<file path="src/rtl/decode_sb_pkg.sv">
// ============================================================================
// Package  : decode_pkg
// Desc     : Opcode/funct constants, control struct and decode helpers shared
//            by the decode stage and its scoreboard.
// Revision : 1.0 - initial release
// ============================================================================
`default_nettype none

package decode_pkg;

  // Opcode field values (instr[31:26])
  localparam logic [5:0] OP_RTYPE = 6'h00;
  localparam logic [5:0] OP_JUMP  = 6'h02;
  localparam logic [5:0] OP_BEQ   = 6'h04;
  localparam logic [5:0] OP_LB    = 6'h20;
  localparam logic [5:0] OP_LW    = 6'h23;
  localparam logic [5:0] OP_SB    = 6'h28;
  localparam logic [5:0] OP_SW    = 6'h2B;

  // Funct field value (instr[5:0]) selecting the multiply pipe
  localparam logic [5:0] FN_MUL   = 6'h18;

  // Control bits carried across the ID/EX boundary
  typedef struct packed {
    logic regwrite;
    logic memtoreg;
    logic branch;
    logic memwrite;
    logic memread;
    logic byteword;
    logic alusrc;
  } ctrl_t;

  // Which producer pipe the result comes out of
  typedef enum logic [1:0] {
    LAT_ALU = 2'd0,
    LAT_LD  = 2'd1,
    LAT_MUL = 2'd2
  } lat_e;

  function automatic ctrl_t decode_ctrl(input logic [5:0] op);
    ctrl_t c;
    c = '0;
    case (op)
      OP_RTYPE: c.regwrite = 1'b1;
      OP_LW: begin
        c.regwrite = 1'b1;
        c.memtoreg = 1'b1;
        c.memread  = 1'b1;
        c.alusrc   = 1'b1;
      end
      OP_LB: begin
        c.regwrite = 1'b1;
        c.memtoreg = 1'b1;
        c.memread  = 1'b1;
        c.alusrc   = 1'b1;
        c.byteword = 1'b1;
      end
      OP_SW: begin
        c.memwrite = 1'b1;
        c.alusrc   = 1'b1;
      end
      OP_SB: begin
        c.memwrite = 1'b1;
        c.alusrc   = 1'b1;
        c.byteword = 1'b1;
      end
      OP_BEQ:  c.branch = 1'b1;
      default: c = '0;
    endcase
    return c;
  endfunction

  // Jumps carry no register operands at all
  function automatic logic uses_src1(input logic [5:0] op);
    return (op != OP_JUMP);
  endfunction

  // Second operand: R-type ALU input, store data, branch comparand
  function automatic logic uses_src2(input logic [5:0] op);
    return (op == OP_RTYPE) || (op == OP_SW) || (op == OP_SB) || (op == OP_BEQ);
  endfunction

  function automatic logic is_writer(input logic [5:0] op);
    return (op == OP_RTYPE) || (op == OP_LW) || (op == OP_LB);
  endfunction

  function automatic lat_e lat_class(input logic [5:0] op, input logic [5:0] fn);
    lat_e l;
    if ((op == OP_RTYPE) && (fn == FN_MUL)) begin
      l = LAT_MUL;
    end else if ((op == OP_LW) || (op == OP_LB)) begin
      l = LAT_LD;
    end else begin
      l = LAT_ALU;
    end
    return l;
  endfunction

endpackage

`default_nettype wire

</file>
<file path="src/rtl/decode_sb_if.sv">
// ============================================================================
// Interface : decode_sb_if
// Desc      : IF/ID -> decode handshake bundle (valid/ready, flush, pc, instr)
// Revision  : 1.0 - initial release
// ============================================================================
`default_nettype none

interface decode_sb_if #(
  parameter int ADDR_SIZE  = 32,
  parameter int INSTR_SIZE = 32
) ();

  logic                  in_valid;
  logic                  in_ready;
  logic                  flush;
  logic [ADDR_SIZE-1:0]  pc;
  logic [INSTR_SIZE-1:0] instruction;

  // Fetch side drives the instruction, decode answers with ready
  modport master (
    output in_valid,
    output flush,
    output pc,
    output instruction,
    input  in_ready
  );

  modport slave (
    input  in_valid,
    input  flush,
    input  pc,
    input  instruction,
    output in_ready
  );

endinterface

`default_nettype wire

</file>
<file path="src/rtl/decode_sb_scoreboard.sv">
// ============================================================================
// Module   : decode_scoreboard
// Desc     : Per-register countdown counters tracking in-flight results, plus
//            the RAW / WAW hazard compares against them.
// Revision : 1.0 - initial release
// ============================================================================
`default_nettype none

module decode_scoreboard #(
  parameter int REG_ADDR = 5,
  parameter int CNT_W    = 3
) (
  input  wire logic                clk,
  input  wire logic                reset,
  input  wire logic [REG_ADDR-1:0] src1,
  input  wire logic [REG_ADDR-1:0] src2,
  input  wire logic [REG_ADDR-1:0] dest,
  input  wire logic                use1,
  input  wire logic                use2,
  input  wire logic                writer,
  input  wire logic                load,
  input  wire logic [CNT_W-1:0]    lat,
  output logic                     raw,
  output logic                     waw
);

  localparam int c_nreg = 2 ** REG_ADDR;

  logic [CNT_W-1:0] r_cnt [c_nreg];

  // Count down every busy register; a new issue reloads its destination.
  // Entry 0 is never loaded, so it stays at its reset value of zero.
  always_ff @(posedge clk or negedge reset) begin
    if (!reset) begin
      for (int i = 0; i < c_nreg; i++) begin
        r_cnt[i] <= '0;
      end
    end else begin
      for (int i = 1; i < c_nreg; i++) begin
        if (load && (dest == REG_ADDR'(i))) begin
          r_cnt[i] <= lat;
        end else if (r_cnt[i] != '0) begin
          r_cnt[i] <= r_cnt[i] - CNT_W'(1);
        end
      end
    end
  end

  // A source is busy while its counter is nonzero; a write must not finish
  // before an older, slower write to the same register.
  always_comb begin
    raw = (use1 && (r_cnt[src1] != '0)) || (use2 && (r_cnt[src2] != '0));
    waw = writer && (r_cnt[dest] > lat);
  end

endmodule

`default_nettype wire

</file>
<file path="src/rtl/decode_sb.sv">
// ============================================================================
// Module   : decode_sb
// Desc     : Decode stage with per-register scoreboard, valid/ready handshake,
//            flush, stall counter and the ID/EX boundary registers.
// Revision : 1.0 - initial release
// ============================================================================
`default_nettype none

module decode_sb
  import decode_pkg::*;
#(
  parameter int ADDR_SIZE  = 32,
  parameter int INSTR_SIZE = 32,
  parameter int REG_SIZE   = 32,
  parameter int REG_ADDR   = 5,
  parameter int ALU_LAT    = 2,
  parameter int LD_LAT     = 3,
  parameter int MUL_LAT    = 5
) (
  input  wire logic                 clk,
  input  wire logic                 reset,
  decode_sb_if.slave                ifid,
  output logic [REG_ADDR-1:0]       src_reg1,
  output logic [REG_ADDR-1:0]       src_reg2,
  input  wire logic [REG_SIZE-1:0]  rin_reg1,
  input  wire logic [REG_SIZE-1:0]  rin_reg2,
  output logic                      out_valid,
  output logic [ADDR_SIZE-1:0]      out_pc,
  output logic [REG_SIZE-1:0]       rout_reg1,
  output logic [REG_SIZE-1:0]       rout_reg2,
  output logic [ADDR_SIZE-1:0]      mimmediat,
  output logic [REG_ADDR-1:0]       dest_reg,
  output logic [5:0]                op_code,
  output logic [5:0]                funct_code,
  output logic                      regwrite,
  output logic                      memtoreg,
  output logic                      branch,
  output logic                      memwrite,
  output logic                      memread,
  output logic                      byteword,
  output logic                      alusrc,
  output logic                      is_mult,
  output logic [ADDR_SIZE-1:0]      jump_addr,
  output logic                      is_jump,
  output logic [31:0]               stall_cycles
);

  localparam int                   c_cnt_w   = $clog2(MUL_LAT + 1);
  localparam logic [c_cnt_w-1:0]   c_alu_lat = c_cnt_w'(ALU_LAT);
  localparam logic [c_cnt_w-1:0]   c_ld_lat  = c_cnt_w'(LD_LAT);
  localparam logic [c_cnt_w-1:0]   c_mul_lat = c_cnt_w'(MUL_LAT);
  localparam logic [ADDR_SIZE-1:0] c_jmask   = ADDR_SIZE'(32'hF000_0000);

  logic [INSTR_SIZE-1:0] w_instr;
  logic [5:0]            w_op;
  logic [5:0]            w_fn;
  logic [REG_ADDR-1:0]   w_dest;
  logic [ADDR_SIZE-1:0]  w_imm;
  ctrl_t                 w_ctrl;
  logic                  w_use1;
  logic                  w_use2;
  logic                  w_writer;
  logic [c_cnt_w-1:0]    w_lat;
  logic                  w_raw;
  logic                  w_waw;
  logic                  w_live;
  logic                  w_stall;
  logic                  w_issue;
  logic                  w_load;

  assign w_instr  = ifid.instruction;
  assign w_op     = w_instr[31:26];
  assign w_fn     = w_instr[5:0];
  assign w_dest   = REG_ADDR'(w_instr[15:11]);
  assign w_imm    = {{(ADDR_SIZE-21){w_instr[20]}}, w_instr[20:0]};
  assign src_reg1 = REG_ADDR'(w_instr[25:21]);
  assign src_reg2 = REG_ADDR'(w_instr[20:16]);

  // Decode control, operand usage and producer latency for the IF/ID word
  always_comb begin
    w_ctrl   = decode_ctrl(w_op);
    w_use1   = uses_src1(w_op);
    w_use2   = uses_src2(w_op);
    w_writer = is_writer(w_op);
    case (lat_class(w_op, w_fn))
      LAT_LD:  w_lat = c_ld_lat;
      LAT_MUL: w_lat = c_mul_lat;
      default: w_lat = c_alu_lat;
    endcase
  end

  decode_scoreboard #(
    .REG_ADDR (REG_ADDR),
    .CNT_W    (c_cnt_w)
  ) u_scoreboard (
    .clk    (clk),
    .reset  (reset),
    .src1   (src_reg1),
    .src2   (src_reg2),
    .dest   (w_dest),
    .use1   (w_use1),
    .use2   (w_use2),
    .writer (w_writer),
    .load   (w_load),
    .lat    (w_lat),
    .raw    (w_raw),
    .waw    (w_waw)
  );

  // Flush kills the instruction outright, so it can neither stall nor issue
  assign w_live        = ifid.in_valid && !ifid.flush;
  assign w_stall       = w_live && (w_raw || w_waw);
  assign w_issue       = w_live && !w_stall;
  assign w_load        = w_issue && w_writer && (w_dest != '0);
  assign ifid.in_ready = !w_stall;

  assign jump_addr = (ifid.pc & c_jmask) | ADDR_SIZE'({w_instr[25:0], 2'b00});
  assign is_jump   = w_live && (w_op == OP_JUMP);

  // ID/EX boundary: data always follows the inputs, control only on issue
  always_ff @(posedge clk or negedge reset) begin
    if (!reset) begin
      out_valid  <= 1'b0;
      out_pc     <= '0;
      rout_reg1  <= '0;
      rout_reg2  <= '0;
      mimmediat  <= '0;
      dest_reg   <= '0;
      op_code    <= '0;
      funct_code <= '0;
      regwrite   <= 1'b0;
      memtoreg   <= 1'b0;
      branch     <= 1'b0;
      memwrite   <= 1'b0;
      memread    <= 1'b0;
      byteword   <= 1'b0;
      alusrc     <= 1'b0;
      is_mult    <= 1'b0;
    end else begin
      out_valid  <= w_issue;
      out_pc     <= ifid.pc;
      rout_reg1  <= rin_reg1;
      rout_reg2  <= rin_reg2;
      mimmediat  <= w_imm;
      dest_reg   <= w_dest;
      op_code    <= w_op;
      funct_code <= w_fn;
      regwrite   <= w_issue && w_ctrl.regwrite;
      memtoreg   <= w_issue && w_ctrl.memtoreg;
      branch     <= w_issue && w_ctrl.branch;
      memwrite   <= w_issue && w_ctrl.memwrite;
      memread    <= w_issue && w_ctrl.memread;
      byteword   <= w_issue && w_ctrl.byteword;
      alusrc     <= w_issue && w_ctrl.alusrc;
      is_mult    <= w_issue && (w_op == OP_RTYPE) && (w_fn == FN_MUL);
    end
  end

  // Saturating count of cycles spent holding IF/ID
  always_ff @(posedge clk or negedge reset) begin
    if (!reset) begin
      stall_cycles <= '0;
    end else if (w_stall && (stall_cycles != 32'hFFFF_FFFF)) begin
      stall_cycles <= stall_cycles + 32'd1;
    end
  end

endmodule

`default_nettype wire

</file>
<file path="src/flat_wrapper.sv">
// flat-port wrapper written by rule: the top's interface ports become plain ports
module decode_sb_flat import decode_pkg::*;
#(
  parameter int ADDR_SIZE  = 32,
  parameter int INSTR_SIZE = 32,
  parameter int REG_SIZE   = 32,
  parameter int REG_ADDR   = 5,
  parameter int ALU_LAT    = 2,
  parameter int LD_LAT     = 3,
  parameter int MUL_LAT    = 5
)
  (clk, reset, src_reg1, src_reg2, rin_reg1, rin_reg2, out_valid, out_pc, rout_reg1, rout_reg2, mimmediat, dest_reg, op_code, funct_code, regwrite, memtoreg, branch, memwrite, memread, byteword, alusrc, is_mult, jump_addr, is_jump, stall_cycles, ifid_in_valid, ifid_flush, ifid_pc, ifid_instruction, ifid_in_ready);
  decode_sb_if #(.ADDR_SIZE(ADDR_SIZE), .INSTR_SIZE(INSTR_SIZE)) ifid_i ();
  input  wire logic clk;
  input  wire logic reset;
  output logic [REG_ADDR-1:0] src_reg1;
  output logic [REG_ADDR-1:0] src_reg2;
  input  wire logic [REG_SIZE-1:0] rin_reg1;
  input  wire logic [REG_SIZE-1:0] rin_reg2;
  output logic out_valid;
  output logic [ADDR_SIZE-1:0] out_pc;
  output logic [REG_SIZE-1:0] rout_reg1;
  output logic [REG_SIZE-1:0] rout_reg2;
  output logic [ADDR_SIZE-1:0] mimmediat;
  output logic [REG_ADDR-1:0] dest_reg;
  output logic [5:0] op_code;
  output logic [5:0] funct_code;
  output logic regwrite;
  output logic memtoreg;
  output logic branch;
  output logic memwrite;
  output logic memread;
  output logic byteword;
  output logic alusrc;
  output logic is_mult;
  output logic [ADDR_SIZE-1:0] jump_addr;
  output logic is_jump;
  output logic [31:0] stall_cycles;
  input wire logic [$bits(ifid_i.in_valid)-1:0] ifid_in_valid;
  input wire logic [$bits(ifid_i.flush)-1:0] ifid_flush;
  input wire logic [$bits(ifid_i.pc)-1:0] ifid_pc;
  input wire logic [$bits(ifid_i.instruction)-1:0] ifid_instruction;
  output wire logic [$bits(ifid_i.in_ready)-1:0] ifid_in_ready;
  assign ifid_i.in_valid = ifid_in_valid;
  assign ifid_i.flush = ifid_flush;
  assign ifid_i.pc = ifid_pc;
  assign ifid_i.instruction = ifid_instruction;
  assign ifid_in_ready = ifid_i.in_ready;
  decode_sb #(.ADDR_SIZE(ADDR_SIZE), .INSTR_SIZE(INSTR_SIZE), .REG_SIZE(REG_SIZE), .REG_ADDR(REG_ADDR), .ALU_LAT(ALU_LAT), .LD_LAT(LD_LAT), .MUL_LAT(MUL_LAT)) u_core (.clk(clk), .reset(reset), .ifid(ifid_i), .src_reg1(src_reg1), .src_reg2(src_reg2), .rin_reg1(rin_reg1), .rin_reg2(rin_reg2), .out_valid(out_valid), .out_pc(out_pc), .rout_reg1(rout_reg1), .rout_reg2(rout_reg2), .mimmediat(mimmediat), .dest_reg(dest_reg), .op_code(op_code), .funct_code(funct_code), .regwrite(regwrite), .memtoreg(memtoreg), .branch(branch), .memwrite(memwrite), .memread(memread), .byteword(byteword), .alusrc(alusrc), .is_mult(is_mult), .jump_addr(jump_addr), .is_jump(is_jump), .stall_cycles(stall_cycles));
endmodule
</file>
<file path="config.mk">
export PLATFORM = sky130hd
export DESIGN_NAME = decode_sb_flat
export DESIGN_NICKNAME = d
export VERILOG_FILES = /design/src/rtl/decode_sb_pkg.sv /design/src/rtl/decode_sb_if.sv /design/src/rtl/decode_sb_scoreboard.sv /design/src/rtl/decode_sb.sv /design/src/flat_wrapper.sv
export SDC_FILE = /design/constraint.sdc
export NUM_CORES = 1
export LEC_CHECK = 0
export CORE_MARGIN = 4
export CORE_UTILIZATION = 44
export DETAILED_ROUTE_END_ITERATION = 8
export MAX_ROUTING_LAYER = met4
export PLACE_DENSITY = 0.86
export SYNTH_ARGS = -nofsm -noshare
export SYNTH_HDL_FRONTEND = slang
export SYNTH_SLANG_ARGS = --single-unit
</file>
<file path="constraint.sdc">
create_clock -name clk -period 4.3 [get_ports clk]
set_input_delay 0.43 -clock clk [delete_from_list [all_inputs] [get_ports clk]]
set_output_delay 0.43 -clock clk [all_outputs]
set_load 0.01 [all_outputs]
</file>
======== After elaboration in Yosys (flattened, before gate mapping) ========
Index checks and enable logic that the tools add are counted.
word-level totals
  register bits after elaboration ......... 267
  output and inout port bits .............. 230
  word-level logic and storage cells ...... 340
cells by class
  $add $sub $neg .......................... 32
  order comparisons ....................... 4
  eq/ne operators ......................... 42
  muxes and demuxes ....................... 80
  bitwise operators ....................... 4
  reductions and logical operators ........ 131
operators with widths
  kind                                                  number
  two-way mux 3 bit                                     68
  nonzero test 3 bit                                    33
  subtractor 3 x 1 -> 3 bit (second input constant)     31
  equality test 5 bit (second input constant)           16
  nonzero test 2 bit                                    31
  logical AND 1 bit                                     50
  binary-select mux 3 bit (select 5 bit)                3
  equality test 5 x 4 -> 1 bit (second input constant)  8
  adder 32 x 1 -> 32 bit (second input constant)        1
  != test 32 bit (second input constant)                1
  OR 32 x 28 -> 32 bit                                  1
  equality test 6 bit (second input constant)           4
  equality test 5 x 3 -> 1 bit (second input constant)  4
  >= comparator 6 bit (second input constant)           3
  inverter 5 -> 6 bit                                   3
  equality test 5 x 2 -> 1 bit (second input constant)  2
  logical OR 1 bit                                      8
  two-way mux 1 bit                                     7
  equality test 6 x 2 -> 1 bit (second input constant)  1
  equality test 6 x 3 -> 1 bit (second input constant)  1
  equality test 6 x 5 -> 1 bit (second input constant)  1
  logical NOT 6 bit                                     1
  != test 6 x 2 -> 1 bit (second input constant)        1
  one-hot mux 3 bit (2 select lines)                    1
  10 further kinds                                      13

======== Depth between registers and ports, before layout ========
Gate-level depths: netlist (run 1).
  depth in word-level cells ............... 16
  depth in mapped cells ................... 17

======== Modules after synthesis ========
Synthesis (run 1) repeated with hierarchy kept, for this count alone.
second synthesis, totals
  cell total of the unflattened synthesis .. 1223
  area, all modules ....................... 12929.9 µm²
modules (own cells, without submodules)
  module             times used  cells an instance  area an instance (µm²)
  decode_scoreboard  1           842                7283.2
  decode_sb          1           381                5646.7

======== Least setup slack after synthesis (run 1) ========
OpenSTA, ideal clock, no wires.
  kind .................................... input-to-output
  start point ............................. in ifid_instruction[11]
  end point ............................... out ifid_in_ready
  data arrival time ....................... 3.733 ns
  data required time ...................... 3.870 ns
  slack ................................... 0.137 ns
  stages .................................. 14
  path through ............................ clkbuf_1 -> buf_1 -> mux4_2 -> mux4_2 -> nor2_1 -> nor2_1 -> ha_1 -> nor2b_1 -> o21ai_0 -> a32oi_1 -> inv_1 -> o221ai_2 -> buf_2 -> nand2_1
on the way
  cells in the longest elaborated chain, start to end .. 9
RTL lines
  element                                               RTL line                    source
  from (decl)                                           flat_wrapper.sv:42          input wire logic [$bits(ifid_i.instruction)-1:0] ifid_instruction;
  inverter 5 -> 6 bit (implied by the code)             decode_sb_scoreboard.sv:53  waw = writer && (r_cnt[dest] > lat);
  binary-select mux 3 bit (select 5 bit)                decode_sb_scoreboard.sv:53
  two-way mux 3 bit (implied by the code) (2 in a row)  decode_sb_scoreboard.sv:53
  > comparator 3 bit                                    decode_sb_scoreboard.sv:53
  logical AND 1 bit                                     decode_sb_scoreboard.sv:53
  logical OR 1 bit                                      decode_sb.sv:112            assign w_stall = w_live && (w_raw || w_waw);
  logical AND 1 bit                                     decode_sb.sv:112
  logical NOT 1 bit                                     decode_sb.sv:115            assign ifid.in_ready = !w_stall;
  to (decl)                                             flat_wrapper.sv:43          output wire logic [$bits(ifid_i.in_ready)-1:0] ifid_in_ready;
Every way passes these cells. The select of a mux whose other input is x is not followed.

======== Worst setup path in the final report (run 1) ========
  start point ............................. reg u_core.u_scoreboard.r_cnt[1] (netlist name)
  end point ............................... out ifid_in_ready
on the way
  cells in the longest elaborated chain, start to end .. 9
  elaborated cells on any way between the ends .. 19
RTL lines
  element                                                     RTL line                    source
  from (decl)                                                 decode_sb_scoreboard.sv:29  logic [CNT_W-1:0] r_cnt [c_nreg];
  from (signal, indexed assignment)                           decode_sb_scoreboard.sv:41  r_cnt[i] <= lat;
  from (signal, indexed assignment)                           decode_sb_scoreboard.sv:43  r_cnt[i] <= r_cnt[i] - CNT_W'(1);
  branches (longest 6 deep; another with > comparator 3 bit)  n/a
  logical OR 1 bit (*)                                        decode_sb.sv:112
  logical AND 1 bit (*)                                       decode_sb.sv:112
  logical NOT 1 bit (*)                                       decode_sb.sv:115
Every way passes the cells marked *. The select of a mux whose other input is x is not followed.

==> results of run 1 <==
placed cells by master (no fill, tap or decap), types with 30 or more instances in the layout:
| master | n |
|---|---|
| mux2i_1 | 124 |
| nand2b_1 | 38 |
| buf_4 | 31 |
| nand3_1 | 40 |
| dfrtp_1 | 256 |
| clkdlybuf4s50_1 | 356 |
| ha_1 | 66 |
| inv_1 | 75 |
| nand2_1 | 58 |
| nor3_1 | 36 |
| xnor2_1 | 63 |
| nor2_1 | 59 |
| nor3_4 | 30 |
| o21ai_0 | 41 |
area by class of cell:
type                       instances  area [sq um]
tap                              390           488
clock inverter                    11           154
fill                            2274         11600
timing repair buffer             397          3960
clock buffer                      43           838
sequential                       256          6410
inverter                          75           282
antenna                            1          2.50
multi-input combinational        724          6020
power groups by stage:
stage                     combinational (uW)  sequential, uW  clock (uW)
after floorplan                         2330            3500           0
after global routing                    3710            3830        2690
after CTS                               3310            3720        2600
after detailed placement                3260            3760           0
final                                   3290            3770        2540
after global placement                  3040            3730           0
worst max-delay path: stages, from the launching register on:
cell,delay (ns)
dfrtp_1,0.45
mux4_2,0.48
mux4_2,0.50
nor2_1,0.11
nor2_1,0.06
ha_1,0.29
nor2b_1,0.12
o21ai_0,0.09
a32oi_1,0.20
inv_1,0.08
o221ai_2,0.20
nand2_1,0.08
dlymetal6s2s_1,0.21
final timing paths:
check	to	startpoint	cells after the start	slack, ns
min reg2reg	u_core.stall_cycles[23]	u_core.stall_cycles[23]	1	0.50
min	u_core.mimmediat[11]	ifid_instruction[11]	1	0.26
max	ifid_in_ready	u_core.u_scoreboard.r_cnt[1]	12	0.42
max in group asynchronous	u_core.rout_reg2[25]	reset	3	2.71
min in group asynchronous	u_core.out_pc[22]	reset	2	0.51
max reg2reg	u_core.u_scoreboard.r_cnt[31]	u_core.u_scoreboard.r_cnt[1]	13	0.69
metal layers:
metal | global-route usage | routed length, um | up-vias
met4 | 0.0705 | 1210 | 0
met1 | 0.296 | 15100 | 5192
li1 | - | - | 4644
met2 | 0.415 | 20500 | 581
met3 | 0.0564 | 3770 | 96
met5 | - | 0 | -
cells by family after synthesis:
kind of cell | after synthesis
other cells | 1
flops | 256
buf+inv | 185
compound gates | 86
xor+xnor | 63
mux | 152
fa+ha+maj | 66
simple gates | 355
per-stage QoR:
step / setup slack (ns) / instance area, sq um / utilization
2_1_floorplan: 0.137 / 13400 / -
3_3_place_gp: 0.0782 / 17100 / 0.575
3_5_place_dp: 0.0949 / 17100 / 0.575
4_1_cts: 0.0845 / 18100 / 0.609
5_1_grt: 0.220 / 18200 / 0.609
6_report: 0.420 / 18200 / 0.609
state kept, by name, summed over array words and instances, names as in the netlist, 6 cells and up:
register                   cells
u_core.rout_reg2              32
u_core.stall_cycles           32
u_core.rout_reg1              32
u_core.mimmediat              21
u_core.out_pc                 32
u_core.op_code                 6
u_core.u_scoreboard.r_cnt     93
timing repair:
| item | 4_1_cts | 5_1_grt |
|---|---|---|
| hold buffers | 1 | 0 |
| setup endpoints to repair | 0 | 1 |
| setup buffers | 0 | 0 |
| gates resized for setup | 0 | 2 |
| endpoints found under the hold margin | 93 | 0 |
==> reports/qor.csv, run 1 <==
metric,value,unit
drt initial violations,1095,
CTS Buf Count,29,
maxcap violations,0,
final setup vio count,0,
port bufs,359,
Critical Path End Type,primary output,
NetSw,3410,uW
Initial Utilization,0.449,
Max transition margin,0.336,
Clock power frac,0.265,
Max IR drop VDD,0.272,mV
CP max FO,5,
share of layout cells above drive strength 1,0.100,
Startpoint Class,register,
Final Power,9610,uW
#FFs+latches synth,256,
area fraction of the dominant cell type after synthesis,0.478,
RSZ-0062 raised after global routing,false,
vias in the first global route,11200,
Post-synth top cells,"dfrtp_1, mux2i_1, inv_1, ha_1, buf_4",
sequential element share of the synthesized area,0.478,
total number of vias,10500,
CTS tree,done,
combinational family with the most area after synthesis,simple AND/OR/NAND/NOR gates,
Worst EP required,3.87,ns
status,"finished, final reports clean",
Logic pwr share,0.343,
"CTS clk-pin slew, worst paths",0.05,ns
complex-gate fraction of the synthesized area,0.0434,
row cnt,63,
initial antenna violation count,2,
cells after synthesis,1164,
HPWL after DPL,30400,um
most frequent cell after synthesis,dfrtp_1,
final worst clock skew,0.00922,ns
DIE AREA,0.0333,sq mm
I/O pin count,362,
Sink Count,256,
Mean Syn Cell Area,11.5,sq um
Die H,182,um
largest net degree at the start of global routing,97,
Final Hold Fails,0,
Final nets,1681,
path type of the worst setup path,reg -> out,
Internal,6190,uW
Final Non-Filler Cells,1897,
Mapped Area,0.0134,sq mm
"area leader, netlist",dfrtp_1,
Flop pwr share,0.392,
Routed Wire Length,40600,um
Core ar.,0.0298,sq mm
Least-Margin Pin Slew,0.996,ns
Slew Limit Fails,0,
"EDFF count, synth",0,
post-route ant nets,0,
clock latency on the worst-skew pair,0.57,ns
Tcrit/Tclk final,0.902,
Pleak,0.00770,uW
root buffer cell,clkbuf_16,
post-synthesis xor/xnor area fraction,0.0412,
WP data arrival,3.45,ns
final RePlAce weighted congestion,0.999,
worst hold slack,0.259,ns
H-tree levels,1,
Pre-Repair DR Iteration Count,5,
asr flop ratio synth,1.00,
Die X,182,um
dominant cells by area after synthesis,"dfrtp_1, mux2i_1, ha_1",
Main synth FF type,dfrtp_1,
Cells after DPL,1841,
area grow syn2layout,35.6,%
post-synthesis adder-cell area fraction,0.0617,
global-route wire length before repair,62900,um
post-synthesis mux area share,0.138,
Switching Fraction,0.355,
number of synthesis warnings,3,
Netlist cell types,64,
Vias/cell,5.54,
Final min period,3.88,ns
grt total ovfl,0,
min-delay worst type,in -> reg,
routed len/inst,21.4,um
GRT Total Usage,0.245,
setup TNS,0,ns
DRC viols,0,
simple-gate share of the synthesized area,0.164,
max frequency,258,MHz
pwr/cell area,529,mW/mm^2
CTS max path bufs,3,
Power figures use the tool's default switching activity.
==> run 2, diff against run 1 <==
PLACE_DENSITY = 0.87   (was 0.86)
==> reports/qor.csv, run 2 (synthesized netlist as in run 1, its figures left out) <==
metric,value,unit,change
row cnt,63,,unchanged
Routed Wire Length,40500,um,-0.18%
WL met2,19900,um,-2.7%
CTS tree,done,,
Slew Limit Fails,0,,unchanged
setup TNS,0,ns,unchanged
CP max FO,31,,+26
post-route ant nets,0,,unchanged
largest net degree at the start of global routing,125,,+29%
Max transition margin,0.332,,-0.00357
most frequent cells in the layout,"clkdlybuf4s50_1, dfrtp_1, mux2i_1, inv_1, ha_1",,
"CTS clk-pin slew, worst paths",0.06,ns,about the same
Final nets,1675,,-0.36%
drt initial violations,908,,-17%
Max IR drop VDD,0.366,mV,+35%
Vias/cell,5.62,,+1.4%
final worst clock skew,0.0189,ns,+0.00966 ns
area grow syn2layout,34.8,%,
worst hold slack,-0.0308,ns,-0.289 ns
Pleak,0.00766,uW,-0.52%
"Most flops, register",u_core.u_scoreboard.r_cnt,,
Die H,182,um,unchanged
failing checks,negative hold slack,,
Tcrit/Tclk final,0.913,,+0.0105
"commonest non-fill, non-tap cell in the layout",clkdlybuf4s50_1,,
grt total ovfl,0,,unchanged
Initial Utilization,0.449,,unchanged
Post-Route M1 WL,15600,um,+3.5%
Antenna diodes,0,,-1
pwr/cell area,528,mW/mm^2,-0.14%
top sig layer,met4,,
met3 WL,3280,um,-13%
global-route wire length before repair,62400,um,-0.91%
Final Hold Fails,9,,+9
max frequency,255,MHz,-1.1%
Final min period,3.92,ns,+0.0450 ns
RSZ-0062 raised after global routing,false,,
min-delay worst type,in -> async,,
initial antenna violation count,1,,-1
HPWL after DPL,30400,um,about the same
Die X,182,um,unchanged
final setup vio count,0,,unchanged
Core ar.,0.0298,sq mm,unchanged
root buffer cell,clkbuf_16,,
maxcap violations,0,,unchanged
WP data arrival,3.49,ns,+0.04 ns
DRC viols,0,,unchanged
Startpoint Class,input pin,,
clock latency on the worst-skew pair,0.56,ns,about the same
routed len/inst,21.4,um,+0.29%
DIE AREA,0.0333,sq mm,unchanged
share of layout cells above drive strength 1,0.0981,,-0.00213
R2R depth,13,,unchanged
H-tree levels,1,,unchanged
Critical Path End Type,primary output,,
port bufs,359,,unchanged
I/O pin count,362,,unchanged
CTS Buf Count,29,,unchanged
vias in the first global route,10800,,-3.2%
total number of vias,10600,,+0.93%
crit-path cells,"clkdlybuf4s50_1, buf_12, mux4_2, mux4_2, nor2_1, nor2_1, ha_1, nor2b_1, o21ai_0, a32oi_1, inv_1, o221ai_2, nand2_1, dlymetal6s2s_1",,
final RePlAce weighted congestion,1.03,,+3.1%
Final Power,9540,uW,-0.68%
cts hold-fix bufs,0,,-1
status,"complete, but fails checks",,
Worst EP required,3.87,ns,about the same
crit-path max cell delay,0.51,ns,about the same
Pre-Repair DR Iteration Count,5,,unchanged
number of flip-flops in the largest register,93,,unchanged
GRT Total Usage,0.243,,-0.00249
CTS max path bufs,3,,unchanged
Least-Margin Pin Slew,0.998,ns,+0.00219 ns
"Core Util, Final",0.606,,-0.00328
Sink Count,256,,unchanged
Slowest cell on crit path,clkdlybuf4s50_1,,
path type of the worst setup path,in -> out,,
==> run 2: power by group <==
part / switching [uW] / internal, uW
Clock: 1020 / 1480
Combinational: 1620 / 1680
Sequential: 761 / 2980
Total: 3400 / 6140
==> run 2: routing by layer <==
metal  vias up  track usage
li1       4630            -
met1      5282        0.307
met2       577        0.398
met3       122       0.0435
met4         0       0.0820
met5         -            -
==> run 2: path summary, 6_finish.rpt <==
path                                          end  slack [ns]                           from
max                                 ifid_in_ready        0.38           ifid_instruction[12]
min                              u_core.out_pc[3]       -0.03                          reset
max reg2reg                u_core.stall_cycles[1]        0.67  u_core.u_scoreboard.r_cnt[37]
min reg2reg                u_core.stall_cycles[8]        0.51         u_core.stall_cycles[8]
max in group asynchronous    u_core.rout_reg2[18]        3.15                          reset
min in group clk             u_core.mimmediat[11]        0.30           ifid_instruction[11]
==> run 2: stage by stage <==
step                      cell area, sq um  instances  setup slack, ns
after global placement               17100       1836            0.109
final                                18100       1888            0.375
after CTS                            18100       1888           0.0562
after floorplan                      13400       1165            0.137
after detailed placement             17100       1836           0.0911
after global routing                 18100       1888            0.210
==> run 2: area by class of cell <==
cell class,count,area [sq um]
tap,390,488
clock buffer,42,845
sequential,256,6410
clock inverter,10,114
fill,2332,11700
timing repair buffer,391,3900
inverter,75,282
multi-input combinational,724,6020
==> run 2: worst max-delay path, delay by kind of cell <==
| family | cells | cell delay [ns] |
|---|---|---|
| adder cells (fa/ha/maj) | 1 | 0.29 |
| multiplexers | 2 | 0.83 |
| buffers and inverters | 4 | 1.02 |
| AND/OR/NAND/NOR | 4 | 0.37 |
| AO/OA/AOI/OAI | 3 | 0.53 |
==> run 2: what timing repair did <==
action,CTS,global route
buffers inserted,0,0
setup endpoints to repair,0,1
resized for setup,0,1
